`config.mk`:
```
export PLATFORM = sky130hd
export DESIGN_NAME = bus_des_flat
export DESIGN_NICKNAME = d
export VERILOG_FILES = /design/src/rtl/bus_des_pkg.sv /design/src/rtl/bus_des_if.sv /design/src/rtl/des_chunk_buf.sv /design/src/rtl/bus_des.sv /design/src/flat_wrapper.sv
export SDC_FILE = /design/constraint.sdc
export NUM_CORES = 1
export LEC_CHECK = 0
export ABC_AREA = 1
export CORE_ASPECT_RATIO = 1.25
export CORE_MARGIN = 1.5
export CORE_UTILIZATION = 37
export DETAILED_ROUTE_END_ITERATION = 6
export GPL_TIMING_DRIVEN = 0
export MAX_ROUTING_LAYER = met4
export PLACE_DENSITY = 0.72
export SYNTH_ARGS = -nofsm -noshare
export SYNTH_HDL_FRONTEND = slang
export SYNTH_HIERARCHICAL = 1
export SYNTH_SLANG_ARGS = --single-unit
```
`constraint.sdc`:
```
create_clock -name clk_bus -period 1.5 [get_ports clk_bus]
set_input_delay 0.3 -clock clk_bus [delete_from_list [all_inputs] [get_ports clk_bus]]
set_output_delay 0.3 -clock clk_bus [all_outputs]
set_load 0.05 [all_outputs]
```
`src/rtl/bus_des_pkg.sv`:
```
// Shared bus field layout and deserializer state encoding.
// Used by both the SER and DES ends of the 73-bit bus.
package bus_des_pkg;

  localparam int unsigned BUS_W   = 73;
  localparam int unsigned CHUNK_W = 32;
  localparam int unsigned NCHUNK  = 4;

  localparam int unsigned VALID   = 0;
  localparam int unsigned PADR_LO = 1;
  localparam int unsigned PADR_HI = 15;
  localparam int unsigned DATA_LO = 16;
  localparam int unsigned DATA_HI = 47;
  localparam int unsigned RET_LO  = 48;
  localparam int unsigned RET_HI  = 51;
  localparam int unsigned DEST_LO = 52;
  localparam int unsigned DEST_HI = 55;
  localparam int unsigned RW      = 56;
  localparam int unsigned SIZE_LO = 57;
  localparam int unsigned SIZE_HI = 60;

  localparam int unsigned PADR_W  = PADR_HI - PADR_LO + 1;
  localparam int unsigned SIZE_W  = SIZE_HI - SIZE_LO + 1;

  typedef enum logic [1:0] {
    StIdle,
    StRecv,
    StFull
  } des_state_e;

endpackage

```
`src/rtl/bus_des_if.sv`:
```
// Bus-side and block-side signals of one deserializing endpoint.
// slave is the receiver's view; master is the bus/block environment's view.
interface bus_des_if;

  logic [bus_des_pkg::BUS_W-1:0]                        BUS;
  logic                                                 free_bau;
  logic                                                 valid_out;
  logic [bus_des_pkg::PADR_W-1:0]                       pAdr_out;
  logic [bus_des_pkg::NCHUNK*bus_des_pkg::CHUNK_W-1:0]  data_out;
  logic [3:0]                                           return_out;
  logic                                                 rw_out;
  logic [bus_des_pkg::SIZE_W-1:0]                       size_out;
  logic                                                 taken;
  logic                                                 overrun;

  modport slave (
    input  BUS, taken,
    output free_bau, valid_out, pAdr_out, data_out, return_out, rw_out, size_out, overrun
  );

  modport master (
    output BUS, taken,
    input  free_bau, valid_out, pAdr_out, data_out, return_out, rw_out, size_out, overrun
  );

endinterface

```
`src/rtl/des_chunk_buf.sv`:
```
// 4x32 reassembly bank with one-hot slot writes and a synchronous clear-all.
// A write in the same cycle as a clear lands on top of the cleared bank.
module des_chunk_buf
  import bus_des_pkg::*;
(
  input  logic                        clk_bus,
  input  logic                        rst,
  input  logic                        clr_i,
  input  logic [NCHUNK-1:0]           we_i,
  input  logic [CHUNK_W-1:0]          wdata_i,
  output logic [NCHUNK*CHUNK_W-1:0]   data_o
);

  logic [NCHUNK-1:0][CHUNK_W-1:0] slot_q, slot_d;

  always_comb begin
    slot_d = slot_q;
    if (clr_i) slot_d = '0;
    for (int unsigned i = 0; i < NCHUNK; i++) begin
      if (we_i[i]) slot_d[i] = wdata_i;
    end
  end

  always_ff @(posedge clk_bus or negedge rst) begin
    if (!rst) slot_q <= '0;
    else      slot_q <= slot_d;
  end

  assign data_o = slot_q;

endmodule

```
`src/rtl/bus_des.sv`:
```
// Deserializing bus receiver: claims beats addressed to MY_ID, reassembles up to
// four chunks into one packet and holds it until the attached block takes it.
module bus_des
  import bus_des_pkg::*;
#(
  parameter logic [3:0] MY_ID = 4'd0
) (
  input  logic       clk_bus,
  input  logic       rst,
  bus_des_if.slave   bif
);

  des_state_e          state_q, state_d;
  logic [PADR_W-1:0]   padr_q, padr_d;
  logic [3:0]          ret_q, ret_d;
  logic                rw_q, rw_d;
  logic [SIZE_W-1:0]   size_q, size_d;
  logic                overrun_q, overrun_d;

  logic [SIZE_W-1:0]   beat_size;
  logic                hit;
  logic                buf_clr;
  logic [NCHUNK-1:0]   buf_we;
  logic                unused_size_hi;

  assign beat_size      = bif.BUS[SIZE_HI:SIZE_LO];
  assign unused_size_hi = ^bif.BUS[BUS_W-1:SIZE_HI+1];
  // A zero size field carries no chunk, so it is treated as a non-match everywhere.
  assign hit = bif.BUS[VALID] && (bif.BUS[DEST_HI:DEST_LO] == MY_ID) && (beat_size != '0);

  always_comb begin
    state_d   = state_q;
    padr_d    = padr_q;
    ret_d     = ret_q;
    rw_d      = rw_q;
    size_d    = size_q;
    overrun_d = overrun_q;
    buf_clr   = 1'b0;
    buf_we    = '0;
    unique case (state_q)
      StIdle: begin
        if (hit) begin
          padr_d  = bif.BUS[PADR_HI:PADR_LO];
          ret_d   = bif.BUS[RET_HI:RET_LO];
          rw_d    = bif.BUS[RW];
          size_d  = beat_size;
          buf_clr = 1'b1;
          buf_we  = beat_size;
          state_d = beat_size[0] ? StFull : StRecv;
        end
      end
      StRecv: begin
        if (hit) begin
          buf_we = beat_size;
          if (beat_size[0]) state_d = StFull;
        end
      end
      StFull: begin
        if (hit)       overrun_d = 1'b1;
        if (bif.taken) state_d   = StIdle;
      end
      default: state_d = StIdle;
    endcase
  end

  always_ff @(posedge clk_bus or negedge rst) begin
    if (!rst) begin
      state_q   <= StIdle;
      padr_q    <= '0;
      ret_q     <= '0;
      rw_q      <= 1'b0;
      size_q    <= '0;
      overrun_q <= 1'b0;
    end else begin
      state_q   <= state_d;
      padr_q    <= padr_d;
      ret_q     <= ret_d;
      rw_q      <= rw_d;
      size_q    <= size_d;
      overrun_q <= overrun_d;
    end
  end

  des_chunk_buf u_chunk_buf (
    .clk_bus (clk_bus),
    .rst     (rst),
    .clr_i   (buf_clr),
    .we_i    (buf_we),
    .wdata_i (bif.BUS[DATA_HI:DATA_LO]),
    .data_o  (bif.data_out)
  );

  assign bif.free_bau   = (state_q == StIdle);
  assign bif.valid_out  = (state_q == StFull);
  assign bif.pAdr_out   = padr_q;
  assign bif.return_out = ret_q;
  assign bif.rw_out     = rw_q;
  assign bif.size_out   = size_q;
  assign bif.overrun    = overrun_q;

endmodule

```
`src/flat_wrapper.sv`:
```
// flat-port wrapper written by rule: the top's interface ports become plain ports
module bus_des_flat import bus_des_pkg::*;
#(
  parameter logic [3:0] MY_ID = 4'd0
)
  (clk_bus, rst, bif_BUS, bif_taken, bif_free_bau, bif_valid_out, bif_pAdr_out, bif_data_out, bif_return_out, bif_rw_out, bif_size_out, bif_overrun);
  bus_des_if bif_i ();
  input  logic clk_bus;
  input  logic rst;
  input wire logic [$bits(bif_i.BUS)-1:0] bif_BUS;
  input wire logic [$bits(bif_i.taken)-1:0] bif_taken;
  output wire logic [$bits(bif_i.free_bau)-1:0] bif_free_bau;
  output wire logic [$bits(bif_i.valid_out)-1:0] bif_valid_out;
  output wire logic [$bits(bif_i.pAdr_out)-1:0] bif_pAdr_out;
  output wire logic [$bits(bif_i.data_out)-1:0] bif_data_out;
  output wire logic [$bits(bif_i.return_out)-1:0] bif_return_out;
  output wire logic [$bits(bif_i.rw_out)-1:0] bif_rw_out;
  output wire logic [$bits(bif_i.size_out)-1:0] bif_size_out;
  output wire logic [$bits(bif_i.overrun)-1:0] bif_overrun;
  assign bif_i.BUS = bif_BUS;
  assign bif_i.taken = bif_taken;
  assign bif_free_bau = bif_i.free_bau;
  assign bif_valid_out = bif_i.valid_out;
  assign bif_pAdr_out = bif_i.pAdr_out;
  assign bif_data_out = bif_i.data_out;
  assign bif_return_out = bif_i.return_out;
  assign bif_rw_out = bif_i.rw_out;
  assign bif_size_out = bif_i.size_out;
  assign bif_overrun = bif_i.overrun;
  bus_des #(.MY_ID(MY_ID)) u_core (.clk_bus(clk_bus), .rst(rst), .bif(bif_i));
endmodule
```
==> reports/results.txt, run 1 <==
Fin. Hold Viols -> 0
Hold Crit Class -> in2reg
First-pass GRT wire length -> 30400 um
Final Max Tran Viols -> 0
Finish-stage setup viols -> 33
Min Tclk post-route -> 1.57 ns
Avg Inst Size Synth -> 8.71 um^2
Yosys reg bits -> 155
Yosys top cell area share -> 64.7%
Sw Share -> 40.7%
Htree depth -> 4
Final setup margin -> -0.0719 ns
DR vias/cell -> 4.60
CP Class -> reg2out
Critical Path Source Type -> flip-flop
CTS Buf Count -> 17
Logic pwr share -> 37.3%
Rel. slew slack -> 57.3%
Clock sink count -> 155
Chip width -> 117 um
Clock Power Share -> 27.7%
Synth Area in Simple Gates -> 31.4%
Reg2reg setup slack -> -0.04 ns
Final Cell Area -> 0.00967 mm^2
Layout cells sized above 1 -> 31.7%
Root Buffer -> clkbuf_16
P&R area growth vs syn -> 61.3%
Design Power -> 15.7 mW
GR Util All Layers -> 24.3%
Placed cell count -> 1119
CP required -> 1.20 ns
DRC viols -> 0
Num rows -> 51
Post-Synthesis Cells -> 688
Non-Filler Instances -> 1187
Largest net degree at the start of global routing -> 122
Sequential area share after synthesis -> 64.7%
PortBufs -> 218
Max Cap Viol -> 0
DRT Pass-1 Iters -> 5
Nets@finish -> 1038
Core footprint -> 0.0157 mm^2
Tcrit/Tclk final -> 105%
Power Internal -> 9.31 mW
Top post-synthesis cells by area -> dfrtp_1 (65%), nand2_1 (28%), nand3_1 (2.3%), buf_2 (1.5%), inv_1 (0.75%)
Die area -> 0.0170 mm^2
1st-iter DRT viols -> 329
Mapped Area -> 0.00600 mm^2
Post-Synth Adder-Cell Area -> 0%
Synth Area in Compound Gates -> 0.125%
HPWL Detailed -> 12500 um
WL per Instance -> 16.0 um
Psw -> 6.39 mW
Critical Path End Type -> primary output
Post-Syn Nets -> 764
Worst ir drop on vdd -> 884 uV
Worst-case clock buffer depth -> 2
Via count -> 5465
Distinct cells, synth -> 15
Initial Utilization -> 38.2%
Highest clock rate -> 636 MHz
Failing checks -> setup timing
Die Y -> 145 um
TritonCTS clock tree -> done
Largest area contributor in the netlist -> dfrtp_1
Gr ovfl total -> 0
I/O pin cnt -> 231
Post-Synth XOR/XNOR Area -> 0%
Largest family of logic cells by synthesized area -> simple AND/OR/NAND/NOR gates
Worst-margin pin slew -> 0.641 ns
RePlAce Congestion -> 0.834
Clk_skew -> 0.00730 ns
Routed WL -> 19000 um
Placed cell area -> 0.00849 mm^2
P_leak -> 5.17 nW
Power per Cell Area -> 1620 mW/mm^2
Status -> finished with violations
Crit path max fanout -> 3
Antenna Nets Post-Route -> 0
Most frequent cells in the layout -> nand2_1 (406), dfrtp_1 (153), clkdlybuf4s15_2 (74), clkdlybuf4s50_1 (56), buf_2 (50)
Flop pwr share -> 35.0%
Critical path arrival -> 1.27 ns
Syn. warnings -> 6
Antenna violations before repair -> 0
Multiplexer share of the synthesized area -> 0%
Number of global-route vias before repair -> 5609
Commonest non-fill, non-tap cell in the layout -> nand2_1
TNS Setup -> -0.615 ns
Skew-Pair Late Insertion Delay -> 0.43 ns
Clock transition at the registers of the reported paths -> 0.06 ns
RSZ-0062 raised after global routing -> true
Diodes inserted -> 0
worst paths after layout:
check / endpoint / from / cells after the start
max: bif_free_bau / u_core/state_q[0] / 3
min: u_core/bif.size_out[3] / bif_BUS[60] / 3
max reg2reg: u_core/u_chunk_buf/data_o[68] / u_core/state_q[0] / 10
min reg2reg: u_core/bif.overrun / u_core/bif.overrun / 1
max in group asynchronous: u_core/u_chunk_buf/data_o[100] / rst / 3
min in group asynchronous: u_core/bif.pAdr_out[3] / rst / 2
critical path: stages (launching register included):
cell and delay [ns]:
dfrtp_2 0.44, nor2_4 0.15, buf_6 0.12, buf_8 0.13
kinds of logic after synthesis:
logic type / Yosys count
AND/OR/NAND/NOR: 485
flip-flops: 155
buffers and inverters: 47
AO/OA/AOI/OAI: 1
cell usage after synthesis:
library cell  count
nand3_2           1
buf_2            18
dfrtp_1         155
buf_4             3
a21o_1            1
nor2_1            8
nand3_1          27
inv_1            12
nor2_2            5
nand2_4           1
nor3_1            1
buf_6             2
inv_4             1
clkbuf_1         11
nand2_1         442
cell type report:
class,instances,area (um^2)
plain buffers,32,344
well taps,212,265
clock buffers,20,447
clock inverters,12,148
repair buffers,257,2480
flip-flops and latches,155,3880
multi-input cells,486,2040
fillers,1378,6030
inverters,13,60.1
state kept, by name (all words and copies together), names as in the netlist:
signal,cells
u_core/bif.size_out,4
u_core/u_chunk_buf/data_o,128
u_core/bif.pAdr_out,15
u_core/bif.rw_out,1
u_core/bif.return_out,4
u_core/bif.overrun,1
u_core/state_q,2
power by group through the flow:
stage	Clock, mW	Combinational [mW]	Sequential, mW
2_1_floorplan	0	0.787	8.39
3_3_place_gp	0	5.94	5.51
3_5_place_dp	0	6.00	5.52
4_1_cts	4.41	6.00	5.49
5_1_grt	4.60	6.14	5.60
6_report	4.35	5.86	5.49
stage by stage:
step           hold slack (ns)  utilization, %  worst slack (ns)
2_1_floorplan          0.00441               -            0.0119
3_3_place_gp             0.443            53.8             -6.33
3_5_place_dp             0.188            54.1             -1.07
4_1_cts                  0.283            63.0            -0.146
5_1_grt                  0.322            61.6            -0.129
6_report                 0.294            61.6           -0.0719
routing by layer:
layer	GRT usage, %	part of all wire (%)	vias up
li1	-	-	2636
met1	28.7	41	2592
met2	39.2	50	192
met3	4.59	4.7	45
met4	12.3	4.4	0
met5	-	0	-
repair_timing:
| item | CTS | global route |
|---|---|---|
| hold buffers | 1 | 0 |
| cloned | 6 | 1 |
| setup endpoints to repair | 283 | 202 |
| gates resized for setup | 603 | 144 |
| endpoints found under the hold margin | 34 | 0 |
| pin swaps | 12 | 12 |
| setup buffers | 27 | 3 |
No activity file was read; power rests on OpenSTA's default activity.
==> run 2, diff against run 1 <==
==> constraint.sdc (replaced) <==
create_clock -name clk_bus -period 1.3 [get_ports clk_bus]
set_input_delay 0.26 -clock clk_bus [delete_from_list [all_inputs] [get_ports clk_bus]]
set_output_delay 0.26 -clock clk_bus [all_outputs]
set_load 0.05 [all_outputs]
==> reports/results.txt, run 2 (synthesized netlist as in run 1, its figures left out) <==
Rel. slew slack -> 49.9%
Core Util, Final -> 61.0%
Commonest non-fill, non-tap cell in the layout -> nand2_1
Finish-stage setup viols -> 127
I/O pin cnt -> 231
Top delay family on crit path -> flip-flops
DRT Pass-1 Iters -> 7
Delay of the slowest critical-path stage -> 0.44 ns
Critical Path End Type -> primary output
Skew-Pair Late Insertion Delay -> 0.42 ns
Clock sink count -> 155
HPWL Detailed -> 12600 um
Critical path arrival -> 1.25 ns
Status -> finished with violations
CTS Buf Count -> 17
Antenna Nets Post-Route -> 0
Via count -> 5342
Non-Filler Instances -> 1189
Htree depth -> 4
Nets@finish -> 1042
RSZ-0062 raised after global routing -> true
First-pass GRT wire length -> 30300 um
CP Class -> reg2out
1st-iter DRT viols -> 280
Die area -> 0.0170 mm^2
Initial Utilization -> 38.2%
DRC viols -> 0
Power per Cell Area -> 1940 mW/mm^2
P_leak -> 5.33 nW
Most frequent cells in the layout -> nand2_1 (411), dfrtp_1 (154), buf_4 (153), clkdlybuf4s50_1 (53), buf_6 (46)
Failing checks -> hold timing, setup timing
Placed cell count -> 1119
DR vias/cell -> 4.49
Diodes inserted -> 0
Max Cap Viol -> 0
WL per Instance -> 16.2 um
Largest register FFs -> 128
Bufs and invs on worst path -> 2
Design Power -> 18.5 mW
Critical Path Source Type -> flip-flop
Worst path depth -> 3
Final setup margin -> -0.208 ns
PortBufs -> 218
Min Tclk post-route -> 1.51 ns
Final Max Tran Viols -> 0
GR Util All Layers -> 24.1%
Chip width -> 117 um
TritonCTS clock tree -> done
Clk_skew -> 0.0124 ns
Root Buffer -> clkbuf_16
CP Launch Point -> u_core/state_q[0]
Number of global-route vias before repair -> 5437
Highest clock rate -> 663 MHz
Worst-margin pin slew -> 0.752 ns
Cells along the critical path -> buf_6 > nor2_4 > buf_8
CP required -> 1.04 ns
Antenna violations before repair -> 0
Crit path max fanout -> 2
Gr ovfl total -> 0
Largest net degree at the start of global routing -> 81
Worst-path cell with the longest stage delay -> dfrtp_2
Worst ir drop on vdd -> 1280 uV
Worst R2R Start -> u_core/state_q[1]
Fin. Hold Viols -> 79
Hold slack -> -0.122 ns
Layout cells sized above 1 -> 31.8%
Core footprint -> 0.0157 mm^2
Routed WL -> 19300 um
Tcrit/Tclk final -> 116%
Hold Crit Class -> in2async
Die Y -> 145 um
Num rows -> 51
R2R cell count -> 9
Clock transition at the registers of the reported paths -> 0.07 ns
RePlAce Congestion -> 0.827
Worst-case clock buffer depth -> 2
P&R area growth vs syn -> 59.6%
## run 2: cell types whose count changed in the layout (fill, tap and decap cells not counted), moves of 13 or more
| cell | before | now |
|---|---|---|
| clkbuf_4 | 1 | 14 |
| buf_4 | 24 | 153 |
| buf_2 | 50 | 0 |
| clkdlybuf4s18_2 | 31 | 0 |
| buf_6 | 28 | 46 |
| clkdlybuf4s15_2 | 74 | 0 |
## run 2: timing repair
action                                  CTS  global route
resized for setup                      1035            55
setup buffers                            32             6
pin swaps                                24             3
setup endpoints to repair               283           169
gates cloned                              8             0
endpoints found under the hold margin    79            79
## run 2: metal layers
metal | part of all wire, % | up-vias | GRT usage [%]
li1 | - | 2635 | -
met1 | 41 | 2520 | 29.0
met2 | 52 | 156 | 40.1
met3 | 4.3 | 31 | 4.43
met4 | 2.7 | 0 | 8.86
met5 | 0 | - | -
## run 2: where the power goes
group	switching, mW	total (mW)	internal, mW	leakage (nW)
sequential	0.584	6.36	5.78	2.05
combinational	4.85	6.90	2.05	2.98
clock	1.96	5.26	3.30	0.303
total	7.39	18.5	11.1	5.33
## run 2: worst paths after layout
path | end | slack (ns)
worst max-delay path | bif_valid_out | -0.21
worst min-delay path | u_core/u_chunk_buf/data_o[122] | -0.12
worst max register to register | u_core/u_chunk_buf/data_o[40] | -0.13
worst min register to register | u_core/bif.overrun | 0.46
max in group asynchronous | u_core/bif.pAdr_out[11] | 0.57
min in group clk_bus | u_core/bif.size_out[1] | 0.27
## run 2: through the flow
| step | cell area [um^2] | TNS (ns) | worst slack [ns] |
|---|---|---|---|
| floorplan | 6050 | -8.50 | -0.130 |
| global placement | 8490 | -1126.59 | -6.40 |
| detailed placement | 8520 | -136.34 | -0.910 |
| CTS | 9400 | -12.98 | -0.219 |
| global route | 9570 | -22.28 | -0.245 |
| finish | 9570 | -11.52 | -0.208 |
## run 2: layout make-up
cell class                 count  area [um^2]
fill                        1480         6130
sequential                   155         3880
timing repair buffer         262         2320
multi-input combinational    486         2040
clock buffer                  20          457
buffer                        31          375
tap                          212          265
clock inverter                10          164
inverter                      13         63.8
